**src/rtl/cam_buf_pkg.sv**
```systemverilog
// cam_buf_pkg: shared geometry, widths and state encodings for the camera buffers
package cam_buf_pkg;
    localparam int IMG_W = 480;
    localparam int IMG_H = 272;
    localparam int TOTAL_PIXELS = IMG_W * IMG_H;
    localparam int ADDR_W = 17;
    localparam int DATA_W = 16;
    typedef enum logic [1:0] {W_IDLE = 2'd0, W_RUN = 2'd1, W_DONE = 2'd2, W_DROP = 2'd3} wr_state_t;
    typedef enum logic [1:0] {R_IDLE = 2'd0, R_SYNC = 2'd1, R_READ = 2'd2, R_REL = 2'd3} rd_state_t;
endpackage

```
**src/rtl/cam_buf_flag.sv**
```systemverilog
// cam_buf_flag: set-priority full flag cleared by a release pulse
module cam_buf_flag (
    input  logic iClk,
    input  logic wRst,
    input  logic wEnClk,
    input  logic set,
    input  logic rel,
    output logic flag
);
    always_ff @(posedge iClk)
        if (wRst) flag <= 1'b0;
        else if (wEnClk) flag <= set | (flag & ~rel);
endmodule

```
**src/rtl/cam_buf_wr.sv**
```systemverilog
// cam_buf_wr: ping-pong frame writer with per-buffer full flags and frame dropping
module cam_buf_wr #(
    parameter int IMG_W  = cam_buf_pkg::IMG_W,
    parameter int IMG_H  = cam_buf_pkg::IMG_H,
    parameter int ADDR_W = cam_buf_pkg::ADDR_W,
    parameter int DATA_W = cam_buf_pkg::DATA_W
) (
    input  logic              iClk,
    input  logic              wRst,
    input  logic              wEnClk,
    input  logic              wFrStart,
    input  logic              wPixVld,
    input  logic [DATA_W-1:0] wPixDt,
    input  logic              buf0_rel,
    input  logic              buf1_rel,
    output logic              wOBufWrEn,
    output logic [ADDR_W-1:0] wOBufWrAddr,
    output logic [DATA_W-1:0] wOBufWrDt,
    output logic              buf_sel_wr,
    output logic              buf0_full_wr,
    output logic              buf1_full_wr,
    output logic              wFrDrop,
    output logic              wShortFr,
    output logic [7:0]        wDropCnt
);
    import cam_buf_pkg::*;
    localparam int TOTAL = IMG_W * IMG_H;
    wr_state_t state;
    logic [ADDR_W-1:0] wr_cnt, pix_addr;
    logic full_sel, idle_like, go_run, go_drop, acc, last, done;
    always_comb begin
        full_sel  = buf_sel_wr ? buf1_full_wr : buf0_full_wr;
        idle_like = state == W_IDLE || state == W_DROP;
        go_run    = wFrStart && (state == W_RUN || (idle_like && !full_sel));
        go_drop   = wFrStart && idle_like && full_sel;
        acc       = wPixVld && (go_run || state == W_RUN);
        pix_addr  = go_run ? '0 : wr_cnt;
        last      = acc && pix_addr == ADDR_W'(TOTAL - 1);
        done      = state == W_DONE;
    end
    cam_buf_flag u_flag0 (
        .iClk(iClk), .wRst(wRst), .wEnClk(wEnClk),
        .set(done && !buf_sel_wr), .rel(buf0_rel), .flag(buf0_full_wr)
    );
    cam_buf_flag u_flag1 (
        .iClk(iClk), .wRst(wRst), .wEnClk(wEnClk),
        .set(done && buf_sel_wr), .rel(buf1_rel), .flag(buf1_full_wr)
    );
    always_ff @(posedge iClk)
        if (wRst) begin
            state       <= W_IDLE;
            wr_cnt      <= '0;
            wOBufWrEn   <= 1'b0;
            wOBufWrAddr <= '0;
            wOBufWrDt   <= '0;
            buf_sel_wr  <= 1'b0;
            wFrDrop     <= 1'b0;
            wShortFr    <= 1'b0;
            wDropCnt    <= '0;
        end else if (wEnClk) begin
            wOBufWrEn <= acc;
            wFrDrop   <= go_drop;
            wShortFr  <= wFrStart && state == W_RUN;
            if (acc) begin
                wOBufWrAddr <= pix_addr;
                wOBufWrDt   <= wPixDt;
                wr_cnt      <= pix_addr + ADDR_W'(1);
            end else if (go_run) wr_cnt <= '0;
            if (go_drop && wDropCnt != 8'hFF) wDropCnt <= wDropCnt + 8'd1;
            if (done) buf_sel_wr <= ~buf_sel_wr;
            state <= last ? W_DONE : go_run ? W_RUN : go_drop ? W_DROP : done ? W_IDLE : state;
        end
endmodule
```
**config.mk**
```make
export PLATFORM = sky130hd
export DESIGN_NAME = cam_buf_wr
export DESIGN_NICKNAME = d
export VERILOG_FILES = /design/src/rtl/cam_buf_pkg.sv /design/src/rtl/cam_buf_flag.sv /design/src/rtl/cam_buf_wr.sv
export SDC_FILE = /design/constraint.sdc
export NUM_CORES = 1
export LEC_CHECK = 0
export ABC_AREA = 1
export BUFFER_PORTS_ARGS = -buffer_cell sky130_fd_sc_hd__buf_2
export CAP_MARGIN = 10
export CORE_ASPECT_RATIO = 0.6
export CORE_MARGIN = 5
export CORE_UTILIZATION = 57
export CTS_CLUSTER_DIAMETER = 150
export CTS_CLUSTER_SIZE = 25
export DETAILED_ROUTE_END_ITERATION = 8
export GPL_ROUTABILITY_DRIVEN = 0
export PLACE_DENSITY = 0.95
export REMOVE_ABC_BUFFERS = 1
export SYNTH_ARGS = -nofsm -noshare
export SYNTH_HDL_FRONTEND = slang
export SYNTH_SLANG_ARGS = --single-unit
```
**constraint.sdc**
```tcl
create_clock -name iClk -period 4.5 [get_ports iClk]
set_input_delay 0.9 -clock iClk [delete_from_list [all_inputs] [get_ports iClk]]
set_output_delay 0.9 -clock iClk [all_outputs]
set_load 0.05 [all_outputs]
```
Yosys cells after proc, flatten, opt, wreduce, memory -nomap -nowiden --
Index checks and enable logic that the tools add are counted.
Cells by class: bitwise gates (word level) 7, reductions and logical operators 21, equal/unequal tests 5, add/subtract/negate cells 2, muxes and demuxes 7
Operators by type and width (count):
- $mux 17 | 2
- $add 17x1->17 const B | 1
- $eq 17x17->1 const B | 1
- $logic_and 1x1->1 | 10
- $add 8x1->8 const B | 1
- $mux 2 | 4
- $ne 8x8->1 const B | 1
- $reduce_and 2->1 | 4
- $eq 2x2->1 const B | 2
- $reduce_bool 4->1 | 1
- $logic_or 1x1->1 | 3
- $not 1->1 | 3
- $and 1x1->1 | 2
- $eq 2x1->1 const B | 1
- $logic_not 1->1 | 2
- $logic_not 2->1 | 1
- $or 1x1->1 | 2
- $mux 1 | 1
Word-level totals: bits in registers 66, logic and storage cells 53, input port bits 23, output and inout bits 47

Depth between registers and ports, before layout --
Gate-level depths: netlist of the first run.
word-level depth 10, depth in mapped cells 16, gate-level depth less buffers 16

By module --
A second synthesis of the first run with hierarchy kept.
Unflattened totals: cells, all modules 422, area, all modules 3119.2 sq um
By module, submodules not included:
- cam_buf_wr | area each 3039.2 sq um, times used 1, cells an instance 412, sequential area each 1281.2 sq um
- cam_buf_flag | area each 40.0 sq um, times used 2, cells an instance 5, sequential area each 20.0 sq um

Worst setup path after synthesis of the first run --
No wires, ideal clock.
path kind input -> register, start point input wFrStart, end point register wr_cnt[14], arrival 2335 ps, stages 14, setup time 64 ps, required time 4436 ps, path buffers 0, slack 2101 ps, path through nand2_1 -> inv_1 -> nand3_4 -> nand2_4 -> nor2_1 -> ha_1 -> nand2_1 -> nor3_2 -> nand4_2 -> nor2_2 -> nand2_1 -> nand2_1 -> nand2_1 -> nor2_1
Between the ends: word-level cells in the longest chain between the ends 4, elaborated cells between the ends (all ways) 6, classes of those cells 1 x add/sub; 2 x mux; 3 x reduce/logical
Ends and longest elaborated chain:
- from (decl) | RTL line cam_buf_wr.sv:11 | input logic wFrStart,
- $logic_and 1x1->1 | RTL line cam_buf_wr.sv:34 | go_run = wFrStart && (state == W_RUN || (idle_like && !full_sel));
- $mux 17
- net pix_addr[0] | RTL line cam_buf_wr.sv:29 | logic [ADDR_W-1:0] wr_cnt, pix_addr;
- $add 17x1->17 | RTL line cam_buf_wr.sv:67 | wr_cnt <= pix_addr + ADDR_W'(1);
- $mux 17 | RTL line cam_buf_wr.sv:64 | if (acc) begin
- to (signal assigned) | RTL line cam_buf_wr.sv:67
- to (decl) | RTL line cam_buf_wr.sv:29
The timed path passes the listed nets, and every way through them passes these cells. A chain may end at the register's enable or synchronous reset.

Worst setup path after layout of the first run --
start point register state[0], end point register wr_cnt[11]
Between the ends: word-level cells in the longest chain between the ends 8, elaborated cells between the ends (all ways) 12, classes of those cells 1 x add/sub; 2 x eq/ne; 2 x mux; 7 x reduce/logical
Ends and longest elaborated chain:
- from (decl) | RTL line cam_buf_wr.sv:28 | wr_state_t state;
- from (signal assigned) | RTL line cam_buf_wr.sv:71 | state <= last ? W_DONE : go_run ? W_RUN : go_drop ? W_DROP : done ? W_IDLE : state;
- $eq 2x2->1 / $logic_not 2->1 (equally long branches) | RTL line cam_buf_wr.sv:33 | idle_like = state == W_IDLE || state == W_DROP;
- $logic_or 1x1->1 | RTL line cam_buf_wr.sv:33
- $logic_and 1x1->1 | RTL line cam_buf_wr.sv:34
- $logic_or 1x1->1 | RTL line cam_buf_wr.sv:34
- $logic_and 1x1->1 | RTL line cam_buf_wr.sv:34
- $mux 17 / $logic_or 1x1->1 (equally long branches)
- $add 17x1->17 / $logic_and 1x1->1 (equally long branches) | RTL line cam_buf_wr.sv:67, cam_buf_wr.sv:36
- $mux 17 * | RTL line cam_buf_wr.sv:64
Every way passes the cells marked *; elsewhere a longest branch is shown, timed or not.

==> impl_metrics.toml, run 1 <==
[grt]
grt_pass1_vias = 2780
grtUsageTotal_pct = 22.9
antenna_found_initial = 0
grt-ovfl-total = 0
grt_max_degree = 45
grt_pass1_wl_mm = 12.4

[routing]
wl_per_cell_microns = 13.9
drc = 0
routed_wl_mm = 7.53
ant_nets = 0
dr.pass1.iters = 5
via_per_inst = 5.48
vias = 2968
initialDrtViolationCount = 301

[floorplanning]
fp.coreArea_sq_mm = 0.00505
die_y_microns = 66.1
die_w_microns = 103
ioPinCount = 70
initial_utilization_pct = 59.1
dieArea_sq_mm = 0.00683
num_rows = 20

[worst_setup_path]
path_common_cell = "nand2_1"
reg2reg_from = "state[0]$_SDFFE_PP0P_"
path_max_fanout = 44
r2r_end = "wr_cnt[11]$_SDFFE_PP0P_"
slowest_delay_ns = 0.41
crit_slowest_cell = "nor2_8"
crit_start = "state[0]$_SDFFE_PP0P_"
critPathArrivalTime_ns = 3.02
cp-end-kind = "register"
worstPathRequired_ns = 4.74
r2r_cells = 15
crit_end = "wr_cnt[11]$_SDFFE_PP0P_"
cp-start-kind = "register"
rrSetupSlack_ns = 1.72
crit_chain = "inv_1 > ha_1 > nand2_1 > inv_1 > nand3_4 > nand2_2 > nand2_4 > nor2_8 > inv_2 > nor2_4 > nand4_2 > nor2_2 > nand2_1 > nand2_1 > nor2_1"
crit_type = "register to register"

[sta]
hold_viol = 0
setup_ws_ns = 1.72
fmax_mhz = 360
fin_skew_ns = 0.00994
rsz0062_at_grt = "no"
slew_viol_final = 0
min_period_ns = 2.78
slew_headroom_pct = 35.3
fin_setup_tns_ns = 0
tightest_slew_ns = 0.969
holdWs_ns = 0.468
period_share_pct = 61.7
setup_viol = 0

[synth]
avgSynthCellArea_sq_um = 7.32
postSynthCellCount = 408
ys_ff_latch = 66
synth_cell_type_count = 33
yosysSeqAreaShare_pct = 44.3
ys.warnings.count = 0
syn_area_sq_mm = 0.00299

[cells_and_area]
nets = 498
layout-drive-gt1-share_pct = 23.3
antennaDiodeCount = 0
fin_cells = 542
synthToLayoutAreaGrowth_pct = 17.9

[power_and_ir_drop]
peakVddDrop_v = 0.000244
p_leak_uw = 0.00158
power.density_mw_per_mm2 = 377

[clocking]
ctsResizeCount = 0
clkSinkCount = 66
numCtsBuffers = 9
cts.clk_slew.worst_paths_ns = 0.07
postCtsHoldBufs = 0
cts_setup_buffers = 0
cts_buffer_depth = 2
clockRootBuffer = "clkbuf_8"
clk_latency_ns = 0.34
cts_tree = "yes"
htreeDepth = 3

[placed_design]
io_buffers = 69
dp_hpwl_mm = 5.23
pre_cts_ws_ns = 1.45
post-place-cells = 526

[flow_run]
maxCapViolCount = 0

[status]
status = "finished clean"

[worst_hold_path]
hp-class = "register to register"
per-layer routing:
layer,track usage (%),vias up,share of wire [%]
li1,-,1462,-
met1,30.2,1347,44
met2,35.5,137,46
met3,6.95,22,8.8
met4,8.08,0,1.6
met5,0,-,0
flip-flops by register name (all words and copies together), names as in the netlist:
signal / cells
wOBufWrAddr: 17
wFrDrop: 1
state: 2
wShortFr: 1
u_flag1.flag: 1
wOBufWrEn: 1
buf_sel_wr: 1
wOBufWrDt: 16
u_flag0.flag: 1
wr_cnt: 17
wDropCnt: 8
report_power, final:
group	switching, uW	internal (uW)
Clock	235	214
Combinational	192	57.4
Sequential	16.0	612
Yosys cell counts:
library cell	n	area [sq um]
buf_6	1	11.3
nor2_8	1	20.0
nand3_2	1	10.0
nor2_2	3	18.8
nor3_2	1	10.0
a21oi_1	39	195
clkbuf_1	10	37.5
o22ai_1	1	6.26
buf_2	5	25.0
or2_0	1	6.26
inv_1	36	135
nand3_4	1	17.5
nor2_4	4	45.0
nor4_1	2	12.5
nand4_2	2	25.0
nor3b_1	2	15.0
nor3_1	7	35.0
ha_1	4	50.1
o21bai_1	1	7.51
nand2_1	56	210
nand4_1	8	50.1
dfxtp_1	66	1320
inv_2	1	3.75
buf_1	2	7.51
nand2_4	3	33.8
nand3_1	19	95.1
nor2_1	80	300
o21a_1	1	7.51
o21ai_0	41	205
nand2_2	6	37.5
inv_4	1	6.26
a22oi_1	1	7.51
nor3_4	1	16.3
cell families (layout without fill, tap and decap cells):
family                   count (synthesis)  after routing  share of synthesized area, %
AND/OR/NAND/NOR                        198            198                          32.1
buffers and inverters                   56            124                          7.59
adder cells (fa/ha/maj)                  4              4                          1.68
flip-flops                              66             66                          44.3
AO/OA/AOI/OAI                           84             84                          14.4
worst min path at each step:
stage                           startpoint                     endpoint  slack (ns)  cells past startpoint
2_1_floorplan        state[0]$_SDFFE_PP0P_        state[0]$_SDFFE_PP0P_        0.45                      2
3_3_place_gp      wDropCnt[4]$_SDFFE_PP0P_     wDropCnt[4]$_SDFFE_PP0P_        0.45                      2
3_5_place_dp   wOBufWrAddr[5]$_SDFFE_PP0P_  wOBufWrAddr[5]$_SDFFE_PP0P_        0.46                      1
4_1_cts        wOBufWrAddr[6]$_SDFFE_PP0P_  wOBufWrAddr[6]$_SDFFE_PP0P_        0.47                      2
5_1_grt           wDropCnt[4]$_SDFFE_PP0P_     wDropCnt[4]$_SDFFE_PP0P_        0.49                      2
6_report       wOBufWrAddr[6]$_SDFFE_PP0P_  wOBufWrAddr[6]$_SDFFE_PP0P_        0.47                      2
placed cells by master, fill, tap and decap left out, types with 4 or more instances in the layout:
master	instances
nand2_2	6
ha_1	4
nor2_1	80
buf_2	69
nor2_4	4
nor3_1	7
inv_1	36
clkbuf_8	10
a21oi_1	39
dfxtp_1	66
o21ai_0	41
nand4_1	8
nand3_1	19
nand2_1	56
area by class of cell:
class	instances	area, sq um
repair buffers	70	353
clock buffers	10	138
multi-input cells	286	1440
clock inverters	6	42.5
well taps	66	82.6
flip-flops and latches	66	1320
inverters	38	145
fillers	409	1540
critical path, delay by kind of cell (launching register included):
kind / cells / cell delay [ns]
simple gates: 11 / 1.49
buf+inv: 3 / 0.52
flops: 1 / 0.37
fa+ha+maj: 1 / 0.27
through the flow:
step                      total power [uW]  utilization [%]  area, sq um
final                                 1330             69.6         3520
after global routing                  1390             69.6         3520
after CTS                             1330             69.6         3520
after detailed placement               889             66.1         3340
after global placement                 882             66.1         3340
after floorplan                        821                -         2900
Note: power is estimated with default switching activity, not from simulation.
==> run 2, diff against run 1 <==
--- a/config.mk
+++ b/config.mk
@@ -10,12 +10,12 @@
 export CAP_MARGIN = 10
 export CORE_ASPECT_RATIO = 0.6
 export CORE_MARGIN = 5
-export CORE_UTILIZATION = 57
+export CORE_UTILIZATION = 48
 export CTS_CLUSTER_DIAMETER = 150
 export CTS_CLUSTER_SIZE = 25
 export DETAILED_ROUTE_END_ITERATION = 8
 export GPL_ROUTABILITY_DRIVEN = 0
-export PLACE_DENSITY = 0.95
+export PLACE_DENSITY = 0.86
 export REMOVE_ABC_BUFFERS = 1
 export SYNTH_ARGS = -nofsm -noshare
 export SYNTH_HDL_FRONTEND = slang
==> constraint.sdc (replaced) <==
create_clock -name iClk -period 2.35 [get_ports iClk]
set_input_delay 0.47 -clock iClk [delete_from_list [all_inputs] [get_ports iClk]]
set_output_delay 0.47 -clock iClk [all_outputs]
set_load 0.05 [all_outputs]
==> run 2 against run 1 <==
Against the previous run:
- clock power is 85% higher
- non-clock buffer count rose by 13
- global-route usage decreased by 3.8 points
- hold slack got worse by 0.12 ns
- combinational power up 110%
- sequential power increased by 91%
- fmax rose by 22%
- total power grew 93%
- die area up 16%
- sequential cell count unchanged
- first-iteration DRC count shrank 41%
- critical endpoint is now wr_cnt[14]$_SDFFE_PP0P_
- largest cell class unchanged
- largest power group unchanged
- highest routed layer unchanged
==> impl_metrics.toml, run 2 (same netlist as run 1, synthesis figures left out) <==
[status]
status = "finished clean"

[sta]
slew_headroom_pct = 71.3
hold_viol = 0
fin_skew_ns = 0.00835
min_period_ns = 2.27
tightest_slew_ns = 0.431
holdWs_ns = 0.351
fmax_mhz = 441
period_share_pct = 96.5
setup_viol = 0
slew_viol_final = 0
rsz0062_at_grt = "yes"

[floorplanning]
die_w_microns = 112
die_y_microns = 71.1
fp.coreArea_sq_mm = 0.00608
num_rows = 22
ioPinCount = 70
initial_utilization_pct = 49.1
dieArea_sq_mm = 0.00795

[routing]
ant_nets = 0
vias = 2884
routed_wl_mm = 7.70
dr.pass1.iters = 5
via_per_inst = 5.04
wl_per_cell_microns = 13.5
initialDrtViolationCount = 177
drc = 0

[clocking]
clockRootBuffer = "clkbuf_8"
htreeDepth = 3
cts.clk_slew.worst_paths_ns = 0.07
postCtsHoldBufs = 0
cts_tree = "yes"
cts_buffer_depth = 2
clkSinkCount = 66
numCtsBuffers = 9
clk_latency_ns = 0.34

[power_and_ir_drop]
pwr-share-seq_pct = 46.9
p_int_uw = 1740
peakVddDrop_v = 0.000305
power.density_mw_per_mm2 = 693
pwr-share-comb_pct = 20.6
power_frac_clock_pct = 32.5
p_total_uw = 2560
switching_share_pct = 32.0
p_sw_uw = 820
p_leak_uw = 0.00166

[worst_setup_path]
path_delay_family = "simple AND/OR/NAND/NOR gates"
worstPathRequired_ns = 2.58
cp-end-kind = "register"
critPathArrivalTime_ns = 2.50
cp-start-kind = "register"
critPathBufInv = 3
crit_slowest_cell = "dfxtp_2"
crit_chain = "inv_1 > ha_1 > nand2_1 > inv_1 > nand3_4 > nand2_8 > nor2_4 > ha_4 > nand2_1 > nor3_4 > nand4_4 > buf_4 > nor4_1 > nor2_1"
slowest_delay_ns = 0.34
path_max_fanout = 5
crit_type = "register to register"

[cells_and_area]
final_cell_mix = "77 x nor2_1, 69 x buf_2, 65 x dfxtp_1"
antennaDiodeCount = 0
reg_top3 = "wOBufWrAddr x17, wr_cnt x17, wOBufWrDt x16"
nets = 511
final_common_cell = "nor2_1"
synthToLayoutAreaGrowth_pct = 23.8
layout-drive-gt1-share_pct = 26.0

[worst_hold_path]
hp-class = "input port to register"

[grt]
grt-ovfl-total = 0
antenna_found_initial = 0
grtUsageTotal_pct = 19.1
grt_pass1_vias = 2728
grt_pass1_wl_mm = 12.4
grt_max_degree = 47

[placed_design]
dp_hpwl_mm = 5.35
io_buffers = 69

[flow_run]
maxCapViolCount = 0
-- run 2: timing repair --
item | in CTS | in global routing
buffers inserted | 0 | 4
resized for setup | 1 | 12
endpoints found under the setup margin | 2 | 9
endpoints found under the hold margin | 0 | 0
pin swaps | 0 | 6
-- run 2: cell type report --
| cell class | instances | area (sq um) |
|---|---|---|
| tap | 84 | 105 |
| clock buffer | 12 | 155 |
| fill | 565 | 2390 |
| inverter | 38 | 145 |
| sequential | 66 | 1320 |
| clock inverter | 3 | 15.0 |
| timing repair buffer | 83 | 450 |
| multi-input combinational | 286 | 1500 |
-- run 2: path summary, 6_finish.rpt --
path,slack (ns),end,start,depth (start not counted)
worst min-delay path,0.35,wOBufWrDt[1]$_SDFFE_PP0P_,wPixDt[1],3
worst min register to register,0.47,wOBufWrAddr[0]$_SDFFE_PP0P_,wOBufWrAddr[0]$_SDFFE_PP0P_,2
worst max-delay path,0.08,wr_cnt[14]$_SDFFE_PP0P_,state[0]$_SDFFE_PP0P_,14
worst max register to register,0.08,wr_cnt[14]$_SDFFE_PP0P_,state[0]$_SDFFE_PP0P_,14
-- run 2: per-layer routing --
metal  wire length [microns]  part of all wire, %  track usage [%]  up-vias
li1                        -                    -                -     1476
met1                    3620                   47             25.1     1285
met2                    3310                   43             29.5      110
met3                     678                  8.8             7.86       13
met4                      95                  1.2             4.59        0
met5                       0                    0                0        -
-- run 2: tightest hold or removal path, cell delays in order --
cell and delay, ns:
buf_2 0.07, nor2_1 0.03, nor2_1 0.08
-- run 2: per-stage QoR --
step	utilization, %	setup slack [ns]	area (sq um)	cells	TNS, ns
after floorplan	-	-0.0603	2900	390	-0.0718
after global placement	56.4	0.152	3430	553	0
after detailed placement	56.4	-0.00702	3430	553	-0.00702
after CTS	59.3	0.00470	3600	568	0
after global routing	60.7	-0.0621	3690	572	-0.153
final	60.7	0.0822	3690	572	0
-- run 2: power groups by stage --
stage | Sequential, uW | Combinational [uW] | Clock, uW
final | 1200 | 528 | 832
after global placement | 1220 | 493 | 0
after floorplan | 1390 | 187 | 0
after global routing | 1210 | 573 | 905
after detailed placement | 1230 | 502 | 0
after CTS | 1200 | 504 | 857
==> run 3, diff against run 2 <==
==> constraint.sdc (replaced) <==
create_clock -name iClk -period 1.95 [get_ports iClk]
set_input_delay 0.39 -clock iClk [delete_from_list [all_inputs] [get_ports iClk]]
set_output_delay 0.39 -clock iClk [all_outputs]
set_load 0.05 [all_outputs]
==> run 3 against run 2 <==
Against the previous run:
- the flow now finishes with violations (setup timing)
- global-route usage increased by 4.0 points
- die area stayed put
- design area grew 19%
- worst setup slack worse by 0.40 ns
- fmax down 0.11%
- core utilization rose by 12 points
- via count rose by 20%
- count of clock-buffer cells in the layout increased by 2
- highest routed layer unchanged
- register-to-register slack lost 0.40 ns
- non-clock buffer count increased by 49
- sequential share of layout area down 5.8 points
- first-iteration DRC count increased by 78%
==> impl_metrics.toml, run 3 (same netlist as run 1, synthesis figures left out) <==
[routing]
vias = 3447
drc = 0
initialDrtViolationCount = 315
routed.top_layer = "met4"
wl_met3_microns = 936
wirelength_met1_mm = 4.17
dr.pass1.iters = 5
routed-wl-met2_mm = 4.89
via_per_inst = 5.54
routed_wl_mm = 10.3
wl_per_cell_microns = 16.6
ant_nets = 0

[cells_and_area]
synthToLayoutAreaGrowth_pct = 47.8
final_util_pct = 72.5
seqCellArea_sq_mm = 0.00132
multi_input_area_sq_mm = 0.00173
final_cell_mix = "69 x buf_2, 66 x nor2_1, 64 x dfxtp_1"
final_common_cell = "buf_2"
nets = 560
reg_top3 = "wOBufWrAddr x17, wr_cnt x17, wOBufWrDt x16"
antennaDiodeCount = 0
fillers = 431
layout-drive-gt1-share_pct = 40.3
fin_cells = 622

[clocking]
clockRootBuffer = "clkbuf_8"
cts_buffer_depth = 2
htreeDepth = 3
postCtsHoldBufs = 0
cts_tree = "yes"
numCtsBuffers = 9
clkSinkCount = 66
cts.clk_slew.worst_paths_ns = 0.07
clk_latency_ns = 0.35

[grt]
grt_pass1_wl_mm = 14.9
antenna_found_initial = 0
grt-ovfl-total = 0
grt_max_degree = 42
grtUsageTotal_pct = 23.1
grt_pass1_vias = 3184

[floorplanning]
ioPinCount = 70
dieArea_sq_mm = 0.00795
fp.coreArea_sq_mm = 0.00608
num_rows = 22
initial_utilization_pct = 49.1
die_w_microns = 112
die_y_microns = 71.1

[worst_setup_path]
worstPathRequired_ns = 2.18
critPathArrivalTime_ns = 2.50
r2r_cells = 12
cp-end-kind = "register"
crit_type = "register to register"
cp-start-kind = "register"
path_max_fanout = 6

[power_and_ir_drop]
peakVddDrop_v = 0.000469
p_total_uw = 3480
power.density_mw_per_mm2 = 789
p_leak_uw = 0.00201

[placed_design]
post-place-cells = 581
dp_hpwl_mm = 5.86
io_buffers = 69

[status]
status = "finished with violations"
violations = "setup timing"

[sta]
setup_viol = 24
slew_viol_final = 0
slew_headroom_pct = 75.5
rsz0062_at_grt = "yes"
tightest_slew_ns = 0.368
setup_ws_ns = -0.320
hold_viol = 0
fmax_mhz = 440
period_share_pct = 116
fin_skew_ns = 0.00898
min_period_ns = 2.27

[worst_hold_path]
min_path_cells = 3
hp-class = "input port to register"

[flow_run]
maxCapViolCount = 0
-- run 3: metrics by stage --
stage	hold WS, ns	setup WS, ns	TNS [ns]	area, sq um
final	0.264	-0.320	-3.02	4410
after global routing	0.275	-0.372	-7.23	4410
after CTS	0.254	-0.0689	-0.333	4090
after detailed placement	0.451	-0.291	-3.66	3650
after global placement	0.445	-0.167	-1.73	3650
after floorplan	0.450	-0.460	-7.14	2900
-- run 3: worst max-delay path: stages (launching register included) --
cell and delay, ns:
dfxtp_2 0.33, buf_4 0.13, ha_2 0.19, nand2_2 0.10
buf_4 0.17, nand4_1 0.19, nor2_1 0.34, buf_4 0.20
nand3_2 0.09, o21bai_2 0.17, nand2_1 0.09, nand2_1 0.08
a21oi_1 0.07
-- run 3: worst paths after layout --
path / startpoint / endpoint / slack [ns]
hold reg to reg: wDropCnt[4]$_SDFFE_PP0P_ / wDropCnt[4]$_SDFFE_PP0P_ / 0.47
hold / removal: wPixDt[4] / wOBufWrDt[4]$_SDFFE_PP0P_ / 0.26
setup / recovery: state[0]$_SDFFE_PP0P_ / state[0]$_SDFFE_PP0P_ / -0.32
setup reg to reg: state[0]$_SDFFE_PP0P_ / state[0]$_SDFFE_PP0P_ / -0.32
-- run 3: timing repair --
item                       in CTS  in global routing
setup buffers                   9                 16
pin swaps                      19                 17
cloned                          0                  1
resized for setup              39                 49
setup endpoints to repair      32                 53
-- run 3: layer usage --
metal,GRT usage [%],vias up
li1,-,1588
met1,27.9,1603
met2,39.3,206
met3,6.84,50
met4,8.50,0
met5,0,-
-- run 3: layout make-up --
type	instances	share of cell area, %
tap	84	2.38
multi-input combinational	286	39.1
inverter	38	3.46
clock inverter	2	0.794
timing repair buffer	132	20.6
sequential	66	30.0
clock buffer	14	3.69
-- run 3: where the power goes --
group          total (uW)  internal, uW  switching, uW
Combinational         871           304            567
Clock                1160           660            498
Sequential           1450          1410           37.4
Total                3480          2380           1100
